<file path="config.mk">
export PLATFORM = sky130hd
export DESIGN_NAME = hazard_control_unit
export DESIGN_NICKNAME = d
export VERILOG_FILES = /design/src/rtl/hazard_pkg.sv /design/src/rtl/sat_counter.sv /design/src/rtl/hazard_control_unit.sv
export SDC_FILE = /design/constraint.sdc
export NUM_CORES = 1
export LEC_CHECK = 0
export BUFFER_PORTS_ARGS = -buffer_cell sky130_fd_sc_hd__clkbuf_2
export CORE_MARGIN = 1
export CORE_UTILIZATION = 35
export CTS_BUF_LIST = sky130_fd_sc_hd__clkbuf_2 sky130_fd_sc_hd__clkbuf_4 sky130_fd_sc_hd__clkbuf_8
export CTS_CLUSTER_DIAMETER = 40
export DETAILED_ROUTE_END_ITERATION = 16
export GPL_ROUTABILITY_DRIVEN = 0
export PLACE_DENSITY = 0.62
export SLEW_MARGIN = 20
export SYNTH_ARGS = -nofsm -noshare
export SYNTH_HDL_FRONTEND = slang
export SYNTH_HIERARCHICAL = 1
export SYNTH_SLANG_ARGS = --single-unit
</file>
<file path="constraint.sdc">
create_clock -name clk -period 2.7 [get_ports clk]
set_input_delay 0.27 -clock clk [delete_from_list [all_inputs] [get_ports clk]]
set_output_delay 0.27 -clock clk [all_outputs]
set_load 0.05 [all_outputs]
</file>
<file path="src/rtl/hazard_pkg.sv">
// Shared definitions for the hazard control unit: FSM state encoding and the
// constant bubble control word / NOP instruction used by the NOP-insertion path.
package hazard_pkg;

  typedef enum logic [1:0] {
    RUN    = 2'd0,
    LSTALL = 2'd1,
    FLUSH  = 2'd2
  } hz_state_t;

  localparam logic [9:0]  NOP_CTRL  = 10'h000;
  // addi x0, x0, 0 -- what IF/ID holds after a flush
  localparam logic [31:0] NOP_INSTR = 32'h00000013;

endpackage

</file>
<file path="src/rtl/sat_counter.sv">
// Event counter that sticks at its maximum value instead of wrapping.
module sat_counter #(
  parameter int W = 16
) (
  input  logic         clk,
  input  logic         reset,
  input  logic         inc,
  output logic [W-1:0] count
);

  logic [W-1:0] count_reg;

  always_ff @(posedge clk) begin
    if (reset) begin
      count_reg <= '0;
    end else if (inc && (count_reg != {W{1'b1}})) begin
      count_reg <= count_reg + 1'b1;
    end
  end

  assign count = count_reg;

endmodule

</file>
<file path="src/rtl/hazard_control_unit.sv">
// Load-use / taken-branch hazard controller: drives the NOP mux select, PC and
// IF/ID enables, IF/ID flush, and counts stall cycles and taken branches.
module hazard_control_unit
  import hazard_pkg::*;
#(
  parameter int LOAD_STALL_CYCLES = 1,
  parameter int FLUSH_CYCLES      = 1,
  parameter int CNT_W             = 16
) (
  input  logic             clk,
  input  logic             reset,
  input  logic [4:0]       ip_IF_ID_rs1,
  input  logic [4:0]       ip_IF_ID_rs2,
  input  logic             ip_use_rs1,
  input  logic             ip_use_rs2,
  input  logic             ip_ID_EX_MemRead,
  input  logic [4:0]       ip_ID_EX_rd,
  input  logic             ip_branch_taken,
  output logic             op_sel_Hazard_Unit,
  output logic [9:0]       op_NOP_Instruction,
  output logic             op_PC_Write,
  output logic             op_IF_ID_Write,
  output logic             op_IF_ID_Flush,
  output logic [CNT_W-1:0] op_stall_count,
  output logic [CNT_W-1:0] op_flush_count
);

  localparam logic [2:0] LS_REM = 3'(LOAD_STALL_CYCLES - 1);
  localparam logic [2:0] FL_REM = 3'(FLUSH_CYCLES - 1);

  hz_state_t  state_reg, state_next;
  logic [2:0] rem_reg, rem_next;
  logic       lu;
  logic       stall_inc;
  logic       flush_inc;

  assign lu = ip_ID_EX_MemRead && (ip_ID_EX_rd != 5'd0) &&
              ((ip_use_rs1 && (ip_IF_ID_rs1 == ip_ID_EX_rd)) ||
               (ip_use_rs2 && (ip_IF_ID_rs2 == ip_ID_EX_rd)));

  assign op_NOP_Instruction = NOP_CTRL;

  always_ff @(posedge clk) begin
    if (reset) begin
      state_reg <= RUN;
      rem_reg   <= 3'd0;
    end else begin
      state_reg <= state_next;
      rem_reg   <= rem_next;
    end
  end

  always_comb begin
    state_next         = state_reg;
    rem_next           = rem_reg;
    op_sel_Hazard_Unit = 1'b0;
    op_PC_Write        = 1'b1;
    op_IF_ID_Write     = 1'b1;
    op_IF_ID_Flush     = 1'b0;
    stall_inc          = 1'b0;
    flush_inc          = 1'b0;

    if (reset) begin
      op_sel_Hazard_Unit = 1'b1;
      op_PC_Write        = 1'b0;
      op_IF_ID_Write     = 1'b0;
      op_IF_ID_Flush     = 1'b1;
      state_next         = RUN;
      rem_next           = 3'd0;
    end else begin
      case (state_reg)
        RUN, LSTALL: begin
          if (ip_branch_taken) begin
            // A taken branch squashes any stall in progress; PC loads the target.
            op_sel_Hazard_Unit = 1'b1;
            op_IF_ID_Flush     = 1'b1;
            flush_inc          = 1'b1;
            if (FLUSH_CYCLES > 1) begin
              state_next = FLUSH;
              rem_next   = FL_REM;
            end else begin
              state_next = RUN;
              rem_next   = 3'd0;
            end
          end else if ((state_reg == LSTALL) || lu) begin
            op_sel_Hazard_Unit = 1'b1;
            op_PC_Write        = 1'b0;
            op_IF_ID_Write     = 1'b0;
            stall_inc          = 1'b1;
            if (state_reg == LSTALL) begin
              rem_next = rem_reg - 3'd1;
              if (rem_reg == 3'd1) begin
                state_next = RUN;
              end
            end else if (LOAD_STALL_CYCLES > 1) begin
              state_next = LSTALL;
              rem_next   = LS_REM;
            end
          end
        end
        FLUSH: begin
          // Branches seen here come from squashed instructions and are ignored.
          op_sel_Hazard_Unit = 1'b1;
          op_IF_ID_Flush     = 1'b1;
          rem_next           = rem_reg - 3'd1;
          if (rem_reg == 3'd1) begin
            state_next = RUN;
          end
        end
        default: begin
          state_next = RUN;
          rem_next   = 3'd0;
        end
      endcase
    end
  end

  sat_counter #(.W(CNT_W)) u_stall_counter (
    .clk   (clk),
    .reset (reset),
    .inc   (stall_inc),
    .count (op_stall_count)
  );

  sat_counter #(.W(CNT_W)) u_flush_counter (
    .clk   (clk),
    .reset (reset),
    .inc   (flush_inc),
    .count (op_flush_count)
  );

endmodule

</file>
==> results.yml <==
outcome:
  status: "complete, no violations"
synth:
  yosysTopAreaCell: "dfxtp_1"
  synthTopCellsByArea: "dfxtp_1 (33%), a21oi_1 (6.3%), or4_1 (5.0%)"
  yosysSeqAreaShare_pct: 33.2
  async_flop_share_pct: 0
  synthCells: 270
  synth_edf_count: 0
  ys_types: 44
  synth_warnings: 6
  synth_top_area_share_pct: 33.2
  avgSynthCellArea_um2: 8.27
  ys.flop_type: "dfxtp_1"
  synth.most_common_cell: "dfxtp_1"
  synth.cell_area_um2: 2230
  yosys-top-cells-count: "dfxtp_1 (37), a21oi_1 (28), nor2_1 (18)"
  ys_ff_latch: 37
routing:
  dr_total_vias: 2179
  routed_via_density: 5.43
  drt_iter0_drc: 85
  antenna_left: 0
  first_pass_iters: 4
  wl_per_cell_um: 12.5
  drc: 0
  routed_wl_mm: 4.99
pwr:
  p_comb_share_pct: 9.3
  p_seq_share_pct: 44.2
  switching_share_pct: 23.9
  p_sw_mw: 0.297
  power-per-cell-area_nw_per_um2: 463
  internal_power_mw: 0.944
  leakage_nw: 1.03
  finalPower_mw: 1.24
  ir_worst_vdd_v: 0.000203
  clkPwrFrac_pct: 46.5
worst_setup_path:
  critPathMaxStageDelay_ps: 370
  startpoint_type: "register"
  reg2reg_depth: 6
  path_class: "reg -> reg"
  cp_max_fo: 11
  arrival_ps: 2570
  cp-end-kind: "register"
  cp.required_ps: 2890
  slowest_stage: "nor4bb_1"
  crit_chain: "or2_2 > or3_1 > o32ai_1 > nand2_1 > nor4bb_1 > mux2_2"
final_layout:
  nets: 350
  areaGrowthSynthToFinish_pct: 20.1
  drive_gt1_share_pct: 23.9
  final_area_um2: 2680
  final_cells: 401
  diodes: 0
floorplanning:
  ioPinCount: 67
  die_y_um: 81.9
  fp-row-count: 28
  core_um2: 6030
  dieArea_um2: 6700
  die_width_um: 81.9
  start_util_pct: 37.0
sta:
  maxSlewHeadroom_pct: 60.4
  setup-tns-final_ps: 0
  hold_violations: 0
  fin_crit_ps: 2380
  finClkSkew_ps: 10.3
  finalCritPeriodShare_pct: 88.1
  rsz0062_at_grt: "false"
  worstMarginPinSlew_ps: 586
  setup_viol: 0
  drv_slew: 0
  fmax_mhz: 420
cts:
  ctsHoldBuffers: 0
  cts_tree: "built"
  clk_pin_slew_ps: 80
  numCtsBuffers: 5
  cts_resized: 0
  cts_root_buf: "clkbuf_8"
  cts_sinks: 37
  cts_max_path_buffers: 2
  cts_post_setup_buffers_inserted: 0
  clkLatencyLatePin_ps: 290
  htree_levels: 2
hold_path:
  min_path_type: "in -> reg"
  hold_depth: 2
placement:
  io_buffers: 56
  dp_hpwl_mm: 3.70
  dp.cells: 393
  place_area_um2: 2550
flow_run:
  max-cap-violations: 0
grt:
  antenna_found_initial: 0
  grt_max_degree: 39
  grt-ovfl-total: 0
  grt_pass1_vias: 1865
  grt_pass1_wl_mm: 8.34
  grt_util_all_layers_pct: 15.8
-- metal layers --
layer / part of all wire, % / vias up / global-route usage, %
met5: 0 / - / 0
met4: 0.62 / 0 / 4.21
met2: 48 / 53 / 26.1
li1: - / 1103 / -
met3: 4.5 / 4 / 3.44
met1: 47 / 1019 / 20.4
-- kinds of logic after synthesis --
family / Yosys count / share of synthesized area, %
multiplexers: 4 / 1.91
XOR/XNOR: 14 / 5.49
adder cells (fa/ha/maj): 4 / 2.24
AO/OA/AOI/OAI: 61 / 16.8
buffers and inverters: 32 / 7.34
AND/OR/NAND/NOR: 117 / 32.8
other: 1 / 0.168
flip-flops: 37 / 33.2
-- cell usage in the layout, fill, tap and decap left out, drive strengths merged, types with 7 or more instances in the layout --
master   n
a21oi   28
clkbuf  61
conb    10
dfxtp   37
inv     11
nand2   16
nand3   12
nand4    8
nor2    18
nor3    11
nor4     9
o21ai   10
o31ai   12
or3      7
or4     15
xor2     8
-- layout make-up --
class	instances	area (um2)
fill	632	3340
multi-input combinational	210	1360
sequential	37	741
timing repair buffer	60	310
tap	75	93.8
clock buffer	5	68.8
clock inverter	3	65.1
inverter	11	41.3
-- final timing paths --
| check | slack (ps) | from | endpoint |
|---|---|---|---|
| max | 320 | state_reg[1] | u_stall_counter/count[11] |
| min | 250 | reset | state_reg[0] |
| max reg2reg | 320 | state_reg[1] | u_stall_counter/count[11] |
| min reg2reg | 480 | rem_reg[2] | rem_reg[2] |
-- critical path, delay by kind of cell (launching register included) --
kind	cells	cell delay, ps
flops	1	350
mux	1	370
simple gates	4	1380
compound gates	1	180
-- power by group through the flow --
stage	logic (mW)	clock network [mW]	registers, mW
after floorplan	0.0917	0	0.567
after global placement	0.115	0	0.562
after detailed placement	0.116	0	0.562
after CTS	0.116	0.594	0.549
after global routing	0.124	0.618	0.549
final	0.115	0.577	0.549
-- per-stage QoR --
| stage | setup WS (ps) | util (%) | hold WS, ps |
|---|---|---|---|
| after floorplan | 431 | - | 438 |
| after global placement | 330 | 42.3 | 458 |
| after detailed placement | 273 | 42.3 | 467 |
| after CTS | 311 | 44.5 | 243 |
| after global routing | 187 | 44.5 | 262 |
| final | 321 | 44.5 | 250 |
(Power assumes the default switching activity.)
